<file path="src/rtl/wm_cycle_responder_if.sv">
// Request/completion and actuator bundle between the wash controller (master) and the
// appliance-side responder (slave).
interface wm_cycle_responder_if;
  // Handshake: each *_req / water_intake is a level held by the master until the matching
  // *_done pulse (one cycle). Dropping it earlier cancels the phase without a done pulse.
  // A new request is accepted only after all requests have been low once.
  logic lid;
  logic water_intake;
  logic soak_req;
  logic wash_req;
  logic rinse_req;
  logic spin_req;
  logic fill_done;
  logic soak_done;
  logic wash_done;
  logic rinse_done;
  logic spin_done;
  logic water_full;
  logic fill_valve;
  logic drain_valve;
  logic motor_en;
  logic motor_fast;
  logic lid_lock;
  logic fault;

  modport master (
    output lid, water_intake, soak_req, wash_req, rinse_req, spin_req,
    input  fill_done, soak_done, wash_done, rinse_done, spin_done,
    input  water_full, fill_valve, drain_valve, motor_en, motor_fast, lid_lock, fault
  );

  modport slave (
    input  lid, water_intake, soak_req, wash_req, rinse_req, spin_req,
    output fill_done, soak_done, wash_done, rinse_done, spin_done,
    output water_full, fill_valve, drain_valve, motor_en, motor_fast, lid_lock, fault
  );
endinterface

</file>
<file path="src/rtl/wm_cycle_responder.sv">
// Washing-machine phase responder: times fill/soak/wash/rinse(+drain)/spin and pulses *_done.
// Optional status ports (phase_remaining, phase_code) are built when WM_RESP_STATUS_EN is defined.
module wm_cycle_responder #(
  parameter int unsigned CNT_W        = 16,
  parameter int unsigned FILL_CYCLES  = 16,
  parameter int unsigned SOAK_CYCLES  = 64,
  parameter int unsigned WASH_CYCLES  = 128,
  parameter int unsigned RINSE_CYCLES = 64,
  parameter int unsigned DRAIN_CYCLES = 16,
  parameter int unsigned SPIN_CYCLES  = 96
) (
  input  logic                 clock,
  input  logic                 reset_n,
  wm_cycle_responder_if.slave  bus,
  output logic [3:0]           state_dbg
`ifdef WM_RESP_STATUS_EN
  ,
  output logic [CNT_W-1:0]     phase_remaining,
  output logic [2:0]           phase_code
`endif
);

  typedef enum logic [3:0] {
    IDLE  = 4'd0,
    FILL  = 4'd1,
    SOAK  = 4'd2,
    WASH  = 4'd3,
    RINSE = 4'd4,
    DRAIN = 4'd5,
    SPIN  = 4'd6,
    DONE  = 4'd7,
    FAULT = 4'd8
  } state_t;

  // A zero-length phase behaves as a one-cycle phase.
  localparam int unsigned FILL_N  = (FILL_CYCLES  == 0) ? 1 : FILL_CYCLES;
  localparam int unsigned SOAK_N  = (SOAK_CYCLES  == 0) ? 1 : SOAK_CYCLES;
  localparam int unsigned WASH_N  = (WASH_CYCLES  == 0) ? 1 : WASH_CYCLES;
  localparam int unsigned RINSE_N = (RINSE_CYCLES == 0) ? 1 : RINSE_CYCLES;
  localparam int unsigned DRAIN_N = (DRAIN_CYCLES == 0) ? 1 : DRAIN_CYCLES;
  localparam int unsigned SPIN_N  = (SPIN_CYCLES  == 0) ? 1 : SPIN_CYCLES;

  localparam logic [CNT_W-1:0] FILL_LOAD  = CNT_W'(FILL_N  - 1);
  localparam logic [CNT_W-1:0] SOAK_LOAD  = CNT_W'(SOAK_N  - 1);
  localparam logic [CNT_W-1:0] WASH_LOAD  = CNT_W'(WASH_N  - 1);
  localparam logic [CNT_W-1:0] RINSE_LOAD = CNT_W'(RINSE_N - 1);
  localparam logic [CNT_W-1:0] DRAIN_LOAD = CNT_W'(DRAIN_N - 1);
  localparam logic [CNT_W-1:0] SPIN_LOAD  = CNT_W'(SPIN_N  - 1);

  state_t           state;
  logic [CNT_W-1:0] cnt;
  logic             fill_q, drain_q, motor_q, fast_q, lock_q, fault_q, water_q;
  logic [4:0]       done_q;

  // Bit order everywhere: 0 fill, 1 soak, 2 wash, 3 rinse, 4 spin.
  logic [4:0] req;
  logic       req_none, req_one, active_req, needs_water;
  logic [4:0] phase_bit;

  assign req      = {bus.spin_req, bus.rinse_req, bus.wash_req, bus.soak_req, bus.water_intake};
  assign req_none = (req == 5'd0);
  assign req_one  = !req_none && ((req & (req - 5'd1)) == 5'd0);
  assign needs_water = (state == SOAK) || (state == WASH) || (state == RINSE);

  always_comb begin
    active_req = 1'b0;
    phase_bit  = 5'd0;
    case (state)
      FILL:        begin active_req = req[0]; phase_bit = 5'b00001; end
      SOAK:        begin active_req = req[1]; phase_bit = 5'b00010; end
      WASH:        begin active_req = req[2]; phase_bit = 5'b00100; end
      RINSE, DRAIN: begin active_req = req[3]; phase_bit = 5'b01000; end
      SPIN:        begin active_req = req[4]; phase_bit = 5'b10000; end
      default:     begin active_req = 1'b0;   phase_bit = 5'd0;     end
    endcase
  end

  always_ff @(posedge clock or negedge reset_n) begin
    if (!reset_n) begin
      state   <= IDLE;
      cnt     <= '0;
      fill_q  <= 1'b0;
      drain_q <= 1'b0;
      motor_q <= 1'b0;
      fast_q  <= 1'b0;
      lock_q  <= 1'b0;
      fault_q <= 1'b0;
      water_q <= 1'b0;
      done_q  <= 5'd0;
    end else begin
      done_q <= 5'd0;
      case (state)
        IDLE: begin
          if (req_one) begin
            lock_q <= 1'b1;
            if (req[0]) begin
              if (water_q) begin
                state     <= DONE;
                done_q[0] <= 1'b1;
              end else begin
                state  <= FILL;
                cnt    <= FILL_LOAD;
                fill_q <= 1'b1;
              end
            end else if (req[1]) begin
              state <= SOAK;
              cnt   <= SOAK_LOAD;
            end else if (req[2]) begin
              state   <= WASH;
              cnt     <= WASH_LOAD;
              motor_q <= water_q;
            end else if (req[3]) begin
              state   <= RINSE;
              cnt     <= RINSE_LOAD;
              motor_q <= water_q;
            end else begin
              state   <= SPIN;
              cnt     <= SPIN_LOAD;
              motor_q <= 1'b1;
              fast_q  <= 1'b1;
              drain_q <= 1'b1;
              water_q <= 1'b0;
            end
          end else if (!req_none) begin
            state   <= FAULT;
            fault_q <= 1'b1;
          end
        end

        FILL, SOAK, WASH, RINSE, DRAIN, SPIN: begin
          if (!active_req) begin
            state   <= IDLE;
            cnt     <= '0;
            fill_q  <= 1'b0;
            drain_q <= 1'b0;
            motor_q <= 1'b0;
            fast_q  <= 1'b0;
            lock_q  <= 1'b0;
          end else if (bus.lid || (needs_water && !water_q)) begin
            state <= state;
          end else if (cnt != '0) begin
            cnt <= cnt - 1'b1;
          end else if (state == RINSE) begin
            state   <= DRAIN;
            cnt     <= DRAIN_LOAD;
            motor_q <= 1'b0;
            drain_q <= 1'b1;
            water_q <= 1'b0;
          end else begin
            state   <= DONE;
            done_q  <= phase_bit;
            fill_q  <= 1'b0;
            drain_q <= 1'b0;
            motor_q <= 1'b0;
            fast_q  <= 1'b0;
            if (state == FILL) water_q <= 1'b1;
          end
        end

        DONE: begin
          if (req_none) begin
            state  <= IDLE;
            lock_q <= 1'b0;
          end
        end

        FAULT: begin
          if (req_none) begin
            state   <= IDLE;
            fault_q <= 1'b0;
          end
        end

        default: state <= IDLE;
      endcase
    end
  end

  // Opening the lid stops the motor and inlet immediately; drain keeps running.
  assign bus.fill_valve  = fill_q  & ~bus.lid;
  assign bus.motor_en    = motor_q & ~bus.lid;
  assign bus.motor_fast  = fast_q  & ~bus.lid;
  assign bus.drain_valve = drain_q;
  assign bus.lid_lock    = lock_q;
  assign bus.fault       = fault_q;
  assign bus.water_full  = water_q;
  assign bus.fill_done   = done_q[0];
  assign bus.soak_done   = done_q[1];
  assign bus.wash_done   = done_q[2];
  assign bus.rinse_done  = done_q[3];
  assign bus.spin_done   = done_q[4];
  assign state_dbg       = state;

`ifdef WM_RESP_STATUS_EN
  assign phase_remaining = cnt;

  always_comb begin
    phase_code = 3'd7;
    case (state)
      IDLE:    phase_code = 3'd0;
      FILL:    phase_code = 3'd1;
      SOAK:    phase_code = 3'd2;
      WASH:    phase_code = 3'd3;
      RINSE:   phase_code = 3'd4;
      DRAIN:   phase_code = 3'd5;
      SPIN:    phase_code = 3'd6;
      default: phase_code = 3'd7;
    endcase
  end
`endif

endmodule

</file>
<file path="src/flat_wrapper.sv">
// flat-port wrapper written by rule: the top's interface ports become plain ports
module wm_cycle_responder_flat 
#(
  parameter int unsigned CNT_W        = 16,
  parameter int unsigned FILL_CYCLES  = 16,
  parameter int unsigned SOAK_CYCLES  = 64,
  parameter int unsigned WASH_CYCLES  = 128,
  parameter int unsigned RINSE_CYCLES = 64,
  parameter int unsigned DRAIN_CYCLES = 16,
  parameter int unsigned SPIN_CYCLES  = 96
)
  (clock, reset_n, state_dbg, bus_lid, bus_water_intake, bus_soak_req, bus_wash_req, bus_rinse_req, bus_spin_req, bus_fill_done, bus_soak_done, bus_wash_done, bus_rinse_done, bus_spin_done, bus_water_full, bus_fill_valve, bus_drain_valve, bus_motor_en, bus_motor_fast, bus_lid_lock, bus_fault);
  wm_cycle_responder_if bus_i ();
  input  logic clock;
  input  logic reset_n;
  output logic [3:0] state_dbg;
  input wire logic [$bits(bus_i.lid)-1:0] bus_lid;
  input wire logic [$bits(bus_i.water_intake)-1:0] bus_water_intake;
  input wire logic [$bits(bus_i.soak_req)-1:0] bus_soak_req;
  input wire logic [$bits(bus_i.wash_req)-1:0] bus_wash_req;
  input wire logic [$bits(bus_i.rinse_req)-1:0] bus_rinse_req;
  input wire logic [$bits(bus_i.spin_req)-1:0] bus_spin_req;
  output wire logic [$bits(bus_i.fill_done)-1:0] bus_fill_done;
  output wire logic [$bits(bus_i.soak_done)-1:0] bus_soak_done;
  output wire logic [$bits(bus_i.wash_done)-1:0] bus_wash_done;
  output wire logic [$bits(bus_i.rinse_done)-1:0] bus_rinse_done;
  output wire logic [$bits(bus_i.spin_done)-1:0] bus_spin_done;
  output wire logic [$bits(bus_i.water_full)-1:0] bus_water_full;
  output wire logic [$bits(bus_i.fill_valve)-1:0] bus_fill_valve;
  output wire logic [$bits(bus_i.drain_valve)-1:0] bus_drain_valve;
  output wire logic [$bits(bus_i.motor_en)-1:0] bus_motor_en;
  output wire logic [$bits(bus_i.motor_fast)-1:0] bus_motor_fast;
  output wire logic [$bits(bus_i.lid_lock)-1:0] bus_lid_lock;
  output wire logic [$bits(bus_i.fault)-1:0] bus_fault;
  assign bus_i.lid = bus_lid;
  assign bus_i.water_intake = bus_water_intake;
  assign bus_i.soak_req = bus_soak_req;
  assign bus_i.wash_req = bus_wash_req;
  assign bus_i.rinse_req = bus_rinse_req;
  assign bus_i.spin_req = bus_spin_req;
  assign bus_fill_done = bus_i.fill_done;
  assign bus_soak_done = bus_i.soak_done;
  assign bus_wash_done = bus_i.wash_done;
  assign bus_rinse_done = bus_i.rinse_done;
  assign bus_spin_done = bus_i.spin_done;
  assign bus_water_full = bus_i.water_full;
  assign bus_fill_valve = bus_i.fill_valve;
  assign bus_drain_valve = bus_i.drain_valve;
  assign bus_motor_en = bus_i.motor_en;
  assign bus_motor_fast = bus_i.motor_fast;
  assign bus_lid_lock = bus_i.lid_lock;
  assign bus_fault = bus_i.fault;
  wm_cycle_responder #(.CNT_W(CNT_W), .FILL_CYCLES(FILL_CYCLES), .SOAK_CYCLES(SOAK_CYCLES), .WASH_CYCLES(WASH_CYCLES), .RINSE_CYCLES(RINSE_CYCLES), .DRAIN_CYCLES(DRAIN_CYCLES), .SPIN_CYCLES(SPIN_CYCLES)) u_core (.clock(clock), .reset_n(reset_n), .bus(bus_i), .state_dbg(state_dbg));
endmodule
</file>
<file path="config.mk">
export PLATFORM = sky130hd
export DESIGN_NAME = wm_cycle_responder_flat
export DESIGN_NICKNAME = d
export VERILOG_FILES = /design/src/rtl/wm_cycle_responder_if.sv /design/src/rtl/wm_cycle_responder.sv /design/src/flat_wrapper.sv
export SDC_FILE = /design/constraint.sdc
export NUM_CORES = 1
export LEC_CHECK = 0
export ABC_AREA = 1
export BUFFER_PORTS_ARGS = -buffer_cell sky130_fd_sc_hd__buf_2
export CORE_MARGIN = 8
export CORE_UTILIZATION = 53
export DETAILED_ROUTE_END_ITERATION = 8
export PLACE_DENSITY = 0.76
export SYNTH_ARGS = -nofsm -noshare
export SYNTH_HDL_FRONTEND = slang
export SYNTH_SLANG_ARGS = --single-unit
export TNS_END_PERCENT = 1
</file>
<file path="constraint.sdc">
create_clock -name clock -period 1.7 [get_ports clock]
set_input_delay 0.51 -clock clock [delete_from_list [all_inputs] [get_ports clock]]
set_output_delay 0.51 -clock clock [all_outputs]
set_load 0.05 [all_outputs]
</file>
==> results.txt, run 1 <==
In the final routed layout, each cell accounts on average for 13.3 um. The signal on the critical path passes through inv_2 -> ha_4 -> nand2_4 -> inv_4 -> nand2_4 -> nor3_4 -> nand3_4 -> buf_6 -> nand3_1 -> nand2_1. The final-report setup violation count was 0; the combined area of all synthesized cells was 2340 sq um.

After detailed placement, the total cell area comes to 2940 sq um. Switching power share of the total: 0.478. The run gives 0 as the total inserted antenna cells. Clock buffer count from CTS: 5. Entering global routing, the biggest net connects 26 pins.

The run gives 2.28 mW as the power spent charging and discharging nets. The run finished with clean final reports. The initial detailed-routing violation count came out at 146.

The logs give 2527 for the via count of the first global-routing pass and 7.02 ps for the worst clock skew on the final layout. The proportion of register bits with asynchronous set or reset after synthesis is 1.00. The clock period could shrink to 1680 ps.

In this run the deepest clock path goes through 2 buffers. The most numerous cell on the critical path is nand2_4. Worst path required time: 1890 ps. The cell internal power dissipation is 2.49 mW. TritonCTS built the clock tree. The detailed placement HPWL is 4.93 mm, and the critical path data arrival time is 1860 ps. The tools report the largest vdd supply drop as 0.00105 V. Grouping stages by cell kind, the critical path spends the most delay in simple AND/OR/NAND/NOR gates. The power density relative to cell area came out at 1440 nW/um^2. The logs give 3310 sq um for the post-route standard cell area excluding fillers and 0 for the count of endpoints failing hold in the final timing report. The worst-path cell with the longest stage delay was dfrtp_1. After detailed routing, the number of vias per cell comes to 5.32. The later pin in the worst-skew pair is clocked with a latency of 290 ps. The number of max-capacitance violations reported is 0, and the final wirelength is 6.75 mm. For this block, the via count after detailed routing is 2697. Kind of start point of the critical path: a flop. Initial cell density of the core: 0.544. The tools report the logic gate share of total power as 0.614. Share of the clock period used by the worst path after layout: 0.986.

The initial antenna violation count is 0. The critical path is of the reg2reg type. The number of enable-type register cells in the synthesized netlist came out at 0.

After clock tree synthesis, the flow added hold-fix buffers numbering 0. In this run the remaining antenna-violating nets after routing total 0. In the post-synthesis netlist, the biggest area contributors are dfrtp_1 34%, nand2_1 19%, nand3_1 10%. The proportion of layout cells with a drive suffix above 1 works out to 0.374.

The post-synthesis register bit count is 32. In this run the standard cell core region covers 4290 sq um. For this run, the number of Yosys warnings is 0.

After detailed routing, the number of remaining DRC violations is 0. The synthesized netlist cell count was 367. Number of detailed-routing iterations run before antenna repair: 4.

The logs give 0.343 for the part of the Yosys area used for sequential elements and 215 ps for the worst hold slack. The number of nets in the synthesized netlist is 376. A synthesized cell averages 6.37 sq um. The horizontal extent of the die came out at 82.4 um. The power share of the sequential group is 0.236. For the number of distinct library cell variants in the gate-level netlist after synthesis, the log shows 31. In this run the register-to-register setup slack is 20 ps.

The I/O pin count was 24; the proportion of netlist area held by the largest area contributor was 0.343. For the clock network fraction of design power, the log shows 0.150. The H-tree was split into 2 levels. Along the worst path, the maximum fanout reaches 5.

At the placement stage, the worst setup path has a slack of -167 ps. At the end of routability-driven placement, the weighted congestion stood at 0.933. The layout has 331 filler cells. The total overflow left after global routing is 0.

The count of buffers added on input and output ports is 23. Biggest cell delay along the critical path: 390 ps. Setup repair after global routing could not meet its margin everywhere.

Relative to the synthesized area, the layout overhead comes to 41.7%. The clock-pin transition on the worst setup and hold timing paths is 70 ps. The cell type with the highest aggregate area in the netlist was dfrtp_1. Buffer cell driving the clock tree root: clkbuf_8. In the final design database the tool counted 463 nets. The logs give 0 for the max-slew violation count and 4.77 mW for the total power of the final layout. The tools report the relative slew slack as 0.614.

By count the netlist is led by 121 x nand2_1, 62 x nor2_1, 49 x nand3_1. Post-route worst setup slack: 23.2 ps. The critical path runs through a total of 10 cells.

The worst hold path belongs to the class in2async. The tools report the leakage power as 1.75 nW. The number of cell rows came out at 24.

The logs give 10.8 mm for the global-route wire length before repair and 32 for the number of clock sinks seen by CTS. For the highest achievable clock rate, the log shows 596 MHz. The most frequently used flop master after synthesis is dfrtp_1.

The number of cells traversed by the worst register-to-register path is 10, and the die height is 82.4 um. Together, buffers and inverters on the worst path number 3. Total routing resource utilization after global routing: 0.203. The run gives 0.771 as the post-route core utilization. The pin slew with the least headroom to its limit was 579 ps.

Yosys instantiated no cell more often than nand2_1. STA classifies the critical path endpoint as a flop. The die covers 6790 sq um.
final timing paths:
| check | from | end |
|---|---|---|
| min in group clock | u_core.fast_q | u_core.fast_q |
| hold / removal | reset_n | u_core.cnt[10] |
| hold reg to reg | u_core.fast_q | u_core.fast_q |
| setup reg to reg | u_core.cnt[0] | u_core.cnt[0] |
| setup / recovery | u_core.cnt[0] | u_core.cnt[0] |
| max in group asynchronous | reset_n | u_core.fast_q |
flip-flops by register name, summed over array words and instances, names as in the netlist:
signal	count
u_core.bus.drain_valve	1
u_core.bus.fault	1
u_core.bus.lid_lock	1
u_core.bus.water_full	1
u_core.cnt	16
u_core.done_q	5
u_core.fast_q	1
u_core.fill_q	1
u_core.motor_q	1
u_core.state_dbg	4
routing by layer:
layer	share of wire	up-vias	GRT usage
li1	-	1340	-
met1	0.41	1269	0.229
met2	0.52	64	0.360
met3	0.035	24	0.0379
met4	0.038	0	0.0965
met5	0	-	0
kinds of logic (layout without fill, tap and decap cells):
family | count (synthesis) | in the layout | synth area share
and+or+nand+nor | 267 | 267 | 0.518
buffers and inverters | 42 | 130 | 0.0739
DFF | 32 | 32 | 0.343
AOI/OAI and AO/OA | 22 | 22 | 0.0487
xor gates and xnor gates | 3 | 3 | 0.0113
adders and majority gates | 1 | 1 | 0.00536
through the flow:
stage	instances	setup TNS [ps]
floorplan	367	-428
global placement	491	-1920
detailed placement	491	-3070
CTS	499	0
global route	507	-934
finish	507	0
power groups by stage:
| stage | Sequential (mW) | Clock [mW] | Combinational, mW |
|---|---|---|---|
| 2_1_floorplan | 1.35 | 0 | 1.52 |
| 3_3_place_gp | 1.10 | 0 | 2.51 |
| 3_5_place_dp | 1.11 | 0 | 2.55 |
| 4_1_cts | 1.10 | 0.735 | 2.59 |
| 5_1_grt | 1.14 | 0.766 | 3.21 |
| 6_report | 1.13 | 0.717 | 2.93 |
placed cells by master, fill, tap and decap left out:
cell type and n:
ha_4 1, buf_2 23, nor2_2 14, nor2_4 10, o21ai_1 4, nand2_2 10, nand3b_1 2, nand4_1 4
buf_4 58, nor2_8 1, nand3_2 19, o21ai_0 8, inv_4 2, buf_6 5, clkinv_2 1, nand3_4 1
inv_2 6, xnor2_1 2, clkbuf_8 5, or2_2 2, nor3_1 3, nand2_4 4, nor2_1 48, nor4_1 1
o21bai_1 1, o22ai_1 1, bufinv_16 1, nand2_8 1, nor3_4 1, inv_1 28, dfrtp_1 28, clkbuf_1 1
nand3_1 33, nand2_1 113, dfrtp_2 4, a21oi_1 7, xor2_1 1, o21ai_2 1
final cells by class:
class | count | area [sq um] | area share
Sequential cell | 32 | 806 | 0.243
Clock buffer | 6 | 72.6 | 0.0219
Inverter | 36 | 140 | 0.0423
Clock inverter | 2 | 35.0 | 0.0106
Timing Repair Buffer | 86 | 607 | 0.183
Tap cell | 52 | 65.1 | 0.0197
Multi-Input combinational cell | 293 | 1580 | 0.479
repair_timing:
| item | CTS | global route |
|---|---|---|
| pin swaps | 1 | 31 |
| setup endpoints to repair | 25 | 30 |
| setup buffers | 0 | 8 |
| resized for setup | 5 | 50 |
Power figures use the tool's default switching activity.
==> run 2: changes to the inputs <==
--- a/config.mk
+++ b/config.mk
@@ -10,6 +10,7 @@
 export CORE_MARGIN = 8
 export CORE_UTILIZATION = 53
 export DETAILED_ROUTE_END_ITERATION = 8
+export MAX_ROUTING_LAYER = met4
 export PLACE_DENSITY = 0.76
 export SYNTH_ARGS = -nofsm -noshare
 export SYNTH_HDL_FRONTEND = slang
==> run 2 against run 1 <==
Compared with the run above: the flow now finishes with violations (setup timing); core utilization shrank 1.1 points; via count shrank 2.3%; wire length grew 1.2%; register-to-register slack lost 30 ps; final area shrank 1.4%; clock skew grew 1.5 ps; global-route usage grew 1.1 points; sequential share of layout area grew 0.35 points.
==> results.txt, run 2 (synthesis results as in run 1) <==
The run finished, with violations left. The layer flagged by global routing as most heavily used is met2. The most numerous cell on the critical path is nand2_4.

The critical path data arrival time is 1890 ps (+30 ps), and the biggest cell delay along the critical path is 410 ps (+20 ps). The run gives 0 (unchanged) as the residual antenna-violating net count after detailed routing. The logs give -3.78 ps (-27.0 ps) for the post-route worst setup slack and 0 (unchanged) for the total inserted antenna cells. Leaving out fill and tap cells, the most frequent cells in the layout are 110 x nand2_1, 52 x buf_4, 49 x nor2_1.

The signal on the critical path passes through inv_2 -> ha_4 -> nand2_4 -> inv_4 -> nand2_4 -> nor3_4 -> nand3_4 -> buf_6 -> nand3_1 -> nand2_1. Post-route standard cell area excluding fillers: 3260 sq um (-1.4%). The worst setup path is of the reg2reg kind. The layout-stage area growth over the synthesis result came out at 39.7%. TritonCTS built the clock tree. The largest individual stage delay along the critical path comes from the cell dfrtp_1. The horizontal extent of the die was 82.4 um (unchanged); the count of endpoints failing hold in the final timing report was 0 (unchanged). The cell sitting at the root of the clock tree is a clkbuf_8. The power density relative to cell area was 1490 nW/um^2 (+3.3%); the final weighted congestion of routability-driven global placement was 0.915 (-2.0%).

The via count of the first global-routing pass is 2567 (+1.6%), and the post-route core utilization is 0.760 (-0.0108). The checks that failed: setup timing. The full die area is 6790 sq um (unchanged). Remaining routing DRC violations: 0 (unchanged). The logs give 8.48 ps (+1.46 ps) for the worst clock skew on the final layout and 11.1 mm (+2.8%) for the global-route wire length before repair.

The die height works out to 82.4 um (unchanged). The most common library cell in the layout ignoring fill and taps was nand2_1. The number of vias per cell was 5.25 (-1.3%); the relative slew slack was 0.598 (-0.0156). The tools report the final wirelength as 6.83 mm (+1.2%).

The share of the clock period used by the worst path after layout came out at 1.00 (+0.0159). The run gives 2930 sq um (-0.51%) as the instance area at placement. The tools report the pre-CTS setup slack as -147 ps (+20.0 ps). The number of buffers and inverters on the critical path works out to 3 (unchanged). The logs give -4 ps (-30 ps) for the register-to-register setup slack and 1.74 nW (-0.55%) for the leakage power.

The average wire per standard cell was 13.6 um (+2.2%); the highest net fanout along the worst path was 5 (unchanged). The filler cell count was 332 (+0.30%); the clock insertion delay at the later pin of the skew report was 290 ps (about the same). The clock-pin transition on the worst setup and hold timing paths is 70 ps (about the same), and the pin count of the biggest net entering global routing is 28 (+7.7%).

Flip-flop count of the largest register, all copies and words added: 16 (unchanged). Final-report setup violation count: 1 (+1). Number of port buffers: 23 (unchanged). In this run the worst hold path is classified as in2async. The highest achievable clock rate came out at 587 MHz (-1.6%). The number of max-capacitance violations reported is 0 (unchanged), and the largest vdd supply drop is 0.00105 V (+0.55%). The pin slew with the least headroom to its limit is 603 ps (+23.4 ps), and the number of clock sinks seen by CTS is 32 (unchanged). The total global routing overflow was 0 (unchanged). The number of detailed-routing iterations run before antenna repair came out at 6 (+2).

The register with the most flip-flops was u_core.cnt. The tools report the clock buffer count from CTS as 5 (unchanged). The global-route met3 utilization was 0.0357 (-0.00216).

The kind of end point of the critical path was a flop. The initial detailed-routing violation count was 148 (+1.4%); the met1 usage in global routing was 0.237 (+0.00796). For the hold buffer count at cts, the log shows 0 (unchanged). The shortest period the worst path allows came out at 1700 ps (+27.0 ps). The initial cell density of the core is 0.544 (unchanged). The initial antenna violation count was 0 (unchanged). The number of H-tree levels came out at 2 (unchanged). For the layout net count, the log shows 458 (-1.1%). The kind of cell adding the most delay to the critical path is simple AND/OR/NAND/NOR gates. The logs give 0 (unchanged) for the max-slew violation count and 0.214 (+0.0109) for the total routing resource utilization after global routing.

The placeable core region was 4290 sq um (unchanged); the number of cell rows was 24 (unchanged). The logs give 2635 (-2.3%) for the number of vias in the routed layout and 2 (unchanged) for the clock tree buffer depth. Kind of start point of the critical path: a flop. I/O pin count: 24 (unchanged). The proportion of layout cells with a drive suffix above 1 is 0.353 (-0.0203), and the met2 track demand over resource is 0.366 (+0.00626). The detailed placement HPWL is 4.91 mm (-0.51%). Setup repair after global routing could not meet its margin everywhere.

The worst path required time came out at 1890 ps (about the same).
## run 2: report_power, final
part           internal [mW]  switching (mW)  leakage [nW]
clock network          0.517           0.291        0.0645
registers              0.959           0.171         0.411
logic                   1.10            1.82          1.26
total                   2.57            2.29          1.74
## run 2: area by class of cell
cell class	count	area [sq um]	area share
Clock buffer	7	96.3	0.0295
Clock inverter	1	30.0	0.00920
Inverter	36	140	0.0429
Multi-Input combinational cell	293	1550	0.475
Sequential cell	32	806	0.247
Tap cell	52	65.1	0.0199
Timing Repair Buffer	81	576	0.176
## run 2: final timing paths
path                                from                endpoint  cells past startpoint
hold reg to reg            u_core.fill_q           u_core.fill_q                      2
hold / removal                   reset_n          u_core.cnt[11]                      1
max in group asynchronous        reset_n  u_core.bus.drain_valve                      2
setup reg to reg           u_core.cnt[0]           u_core.cnt[0]                     10
min in group clock         u_core.fill_q           u_core.fill_q                      2
setup / recovery           u_core.cnt[0]           u_core.cnt[0]                     10
## run 2: stage by stage
stage,hold slack (ps),instances,setup TNS [ps],power [mW]
floorplan,214,367,-428,2.88
global placement,457,489,-1870,3.62
detailed placement,460,489,-2810,3.67
CTS,238,497,0,4.52
global route,279,502,-1710,5.21
finish,218,502,-3.78,4.86
## run 2: metal layers
layer	vias up	wire [um]
li1	1333	-
met1	1229	2760
met2	61	3700
met3	12	256
met4	0	118
met5	-	0
## run 2: timing repair
action / CTS / global route
setup endpoints to repair: 26 / 31
pin swaps: 1 / 15
buffers inserted: 0 / 5
gates cloned: 0 / 0
endpoints found under the hold margin: 0 / 0
gates resized for setup: 5 / 46
==> run 3: changes to the inputs <==
--- a/config.mk
+++ b/config.mk
@@ -12,6 +12,7 @@
 export DETAILED_ROUTE_END_ITERATION = 8
 export MAX_ROUTING_LAYER = met4
 export PLACE_DENSITY = 0.76
+export SETUP_SLACK_MARGIN = 0.1
 export SYNTH_ARGS = -nofsm -noshare
 export SYNTH_HDL_FRONTEND = slang
 export SYNTH_SLANG_ARGS = --single-unit
==> run 3 against run 2 <==
Compared with the run above: the run still ends with setup timing left; first-iteration DRC count is 10% higher; via count increased by 3.0%; global-route usage is 1.6 points higher; cell count rose by 0.60%; largest cell class unchanged.
==> results.txt, run 3 (synthesis results as in run 1) <==
The run finished, with violations left. The final reports fail on setup timing. The run gives 5 (unchanged) as the clock buffer count from CTS. The worst path required time came out at 1870 ps (-20 ps).

The horizontal extent of the die is 82.4 um (unchanged), and the filler cell count is 330 (-0.60%). The relative slew slack is 0.596 (-0.00243), and the pin count of the biggest net entering global routing is 28 (unchanged). Average wire per standard cell: 14.0 um (+3.2%).

Highest net fanout along the worst path: 7 (+2). Counting flops per register, the top entry is u_core.cnt. The number of H-tree levels is 2 (unchanged), and the full die area is 6790 sq um (unchanged). Setup repair after global routing could not meet its margin everywhere. The flip-flop count of the largest register, all copies and words added came out at 16 (unchanged). The die height works out to 82.4 um (unchanged). The run gives 2714 (+3.0%) as the number of vias in the routed layout.

The tools report the number of cell rows as 24 (unchanged). The residual antenna-violating net count after detailed routing is 0 (unchanged). The final-report setup violation count was 17 (+16). The run gives 806 sq um (unchanged) as the storage element area. Number of port buffers: 23 (unchanged). The I/O pin count came out at 24 (unchanged). The share of the clock period used by the worst path after layout is 1.03 (+0.0248), and the clock tree buffer depth is 2 (unchanged).

For the number of detailed-routing iterations run before antenna repair, the log shows 5 (-1). The worst setup path is captured at a flop. The tools report the final wirelength as 7.09 mm (+3.8%). The layout net count was 461 (+0.66%); the number of max-capacitance violations reported was 0 (unchanged). For the critical path data arrival time, the log shows 1920 ps (+30 ps). The via count of the first global-routing pass was 2751 (+7.2%); the clock insertion delay at the later pin of the skew report was 290 ps (about the same). The logs give 2.58 mW (+0.29%) for the cell internal power dissipation and 489 (unchanged) for the total instance count after detailed placement.

The power density relative to cell area is 1490 nW/um^2 (about the same). TritonCTS built the clock tree. The kind of critical path is reg2reg. Highest achievable clock rate: 573 MHz (-2.4%). The count of endpoints failing hold in the final timing report was 0 (unchanged); the initial detailed-routing violation count was 163 (+10%). Pre-CTS setup slack: -147 ps (unchanged). The pin slew with the least headroom to its limit was 606 ps (+3.65 ps); the shortest period the worst path allows was 1750 ps (+42.2 ps). The total power of the final layout was 4.88 mW (+0.37%).

Leakage power: 1.75 nW (+0.52%). The post-route non-filler standard cell count came out at 505 (+0.60%). The worst hold path belongs to the class in2async.

Among all stages on the critical path, the largest delay is contributed by dfrtp_2. For the remaining routing DRC violations, the log shows 0 (unchanged). The final weighted congestion of routability-driven global placement is 0.915 (unchanged), and the proportion of layout cells with a drive suffix above 1 is 0.355 (+0.00208). The placeable core region came out at 4290 sq um (unchanged). The library cells used most frequently in the layout, excluding fill and tap cells, are 110 x nand2_1, 56 x buf_4, 49 x nor2_1. The logic gate share of total power was 0.603 (+0.002); the clock network fraction of design power was 0.165 (about the same). The global-route wire length before repair came out at 11.9 mm (+7.4%).

The power share of the sequential group is 0.232 (about the same). Kind of start point of the critical path: a flop. The power spent charging and discharging nets was 2.30 mW (+0.47%). The initial antenna violation count is 0 (unchanged).

The tools report the total inserted antenna cells as 0 (unchanged). The tools report the detailed placement HPWL as 4.91 mm (unchanged). The clock-pin transition on the worst setup and hold timing paths was 70 ps (about the same); the layout-stage area growth over the synthesis result was 40.3%.

The tools report the post-route worst setup slack as -46.0 ps (-42.2 ps). Initial cell density of the core: 0.544 (unchanged). The multi-input logic area was 1540 sq um (-0.40%); the number of clock sinks seen by CTS was 32 (unchanged). The number of vias per cell works out to 5.37 (+2.4%).

Biggest cell delay along the critical path: 490 ps (+80 ps). The tools report the buffer cell driving the clock tree root as clkbuf_8. The max-slew violation count came out at 0 (unchanged).

Total global routing overflow: 0 (unchanged). The run gives 0.00106 V (+0.82%) as the largest vdd supply drop. The critical path goes through buf_4 -> nor2_2 -> nand2_2 -> nand2_2 -> nor2_2 -> nand2_4 -> buf_4 -> a21oi_1 -> o21ai_1. The worst clock skew on the final layout came out at 7.14 ps (-1.34 ps).

The switching power share of the total works out to 0.471 (about the same). Leaving out fill and tap cells, the most frequent cell in the layout is nand2_1. For the total routing resource utilization after global routing, the log shows 0.230 (+0.0160).
-- run 3: power groups by stage --
| stage | combinational [mW] | sequential, mW | clock (mW) |
|---|---|---|---|
| 2_1_floorplan | 1.52 | 1.35 | 0 |
| 3_3_place_gp | 2.52 | 1.10 | 0 |
| 3_5_place_dp | 2.56 | 1.11 | 0 |
| 4_1_cts | 2.66 | 1.11 | 0.821 |
| 5_1_grt | 3.24 | 1.15 | 0.846 |
| 6_report | 2.94 | 1.13 | 0.805 |
-- run 3: final cells by class --
class,count,share of cell area
Clock buffer,7,0.0294
Clock inverter,1,0.00916
Inverter,36,0.0428
Multi-Input combinational cell,294,0.471
Sequential cell,32,0.246
Tap cell,52,0.0199
Timing Repair Buffer,83,0.182
-- run 3: per-stage QoR --
step                      TNS (ps)  instance area (sq um)  hold WS (ps)  utilization
after detailed placement     -2810                   2930           460        0.681
after CTS                        0                   3160           238        0.735
after global placement       -1870                   2930           457        0.681
final                         -438                   3280           223        0.763
after global routing         -3120                   3280           279        0.763
after floorplan               -428                   2400           214            -
-- run 3: path summary, 6_finish.rpt --
path / depth (start not counted) / end / slack [ps] / start
hold reg to reg: 2 / u_core.fill_q / 470 / u_core.fill_q
hold / removal: 1 / u_core.cnt[10] / 220 / reset_n
setup / recovery: 9 / u_core.state_dbg[1] / -50 / u_core.state_dbg[1]
setup reg to reg: 9 / u_core.state_dbg[1] / -50 / u_core.state_dbg[1]
max in group asynchronous: 2 / u_core.bus.drain_valve / 950 / reset_n
min in group clock: 2 / u_core.fill_q / 470 / u_core.fill_q
-- run 3: critical path, delay by kind of cell (launching register included) --
kind / cells / cell delay (ps)
flops: 1 / 490
simple gates: 5 / 480
buf+inv: 2 / 330
compound gates: 2 / 310
-- run 3: what timing repair did --
item                                    CTS  global route
pin swaps                                 9            13
cloned                                    1             0
gates resized for setup                  19            34
buffers inserted                          4             3
endpoints found under the setup margin   31            35
hold buffers                              0             0
-- run 3: per-layer routing --
layer,global-route usage,wire length (um)
met5,-,0
met4,0.140,274
met3,0.0335,378
met1,0.245,2750
met2,0.394,3680
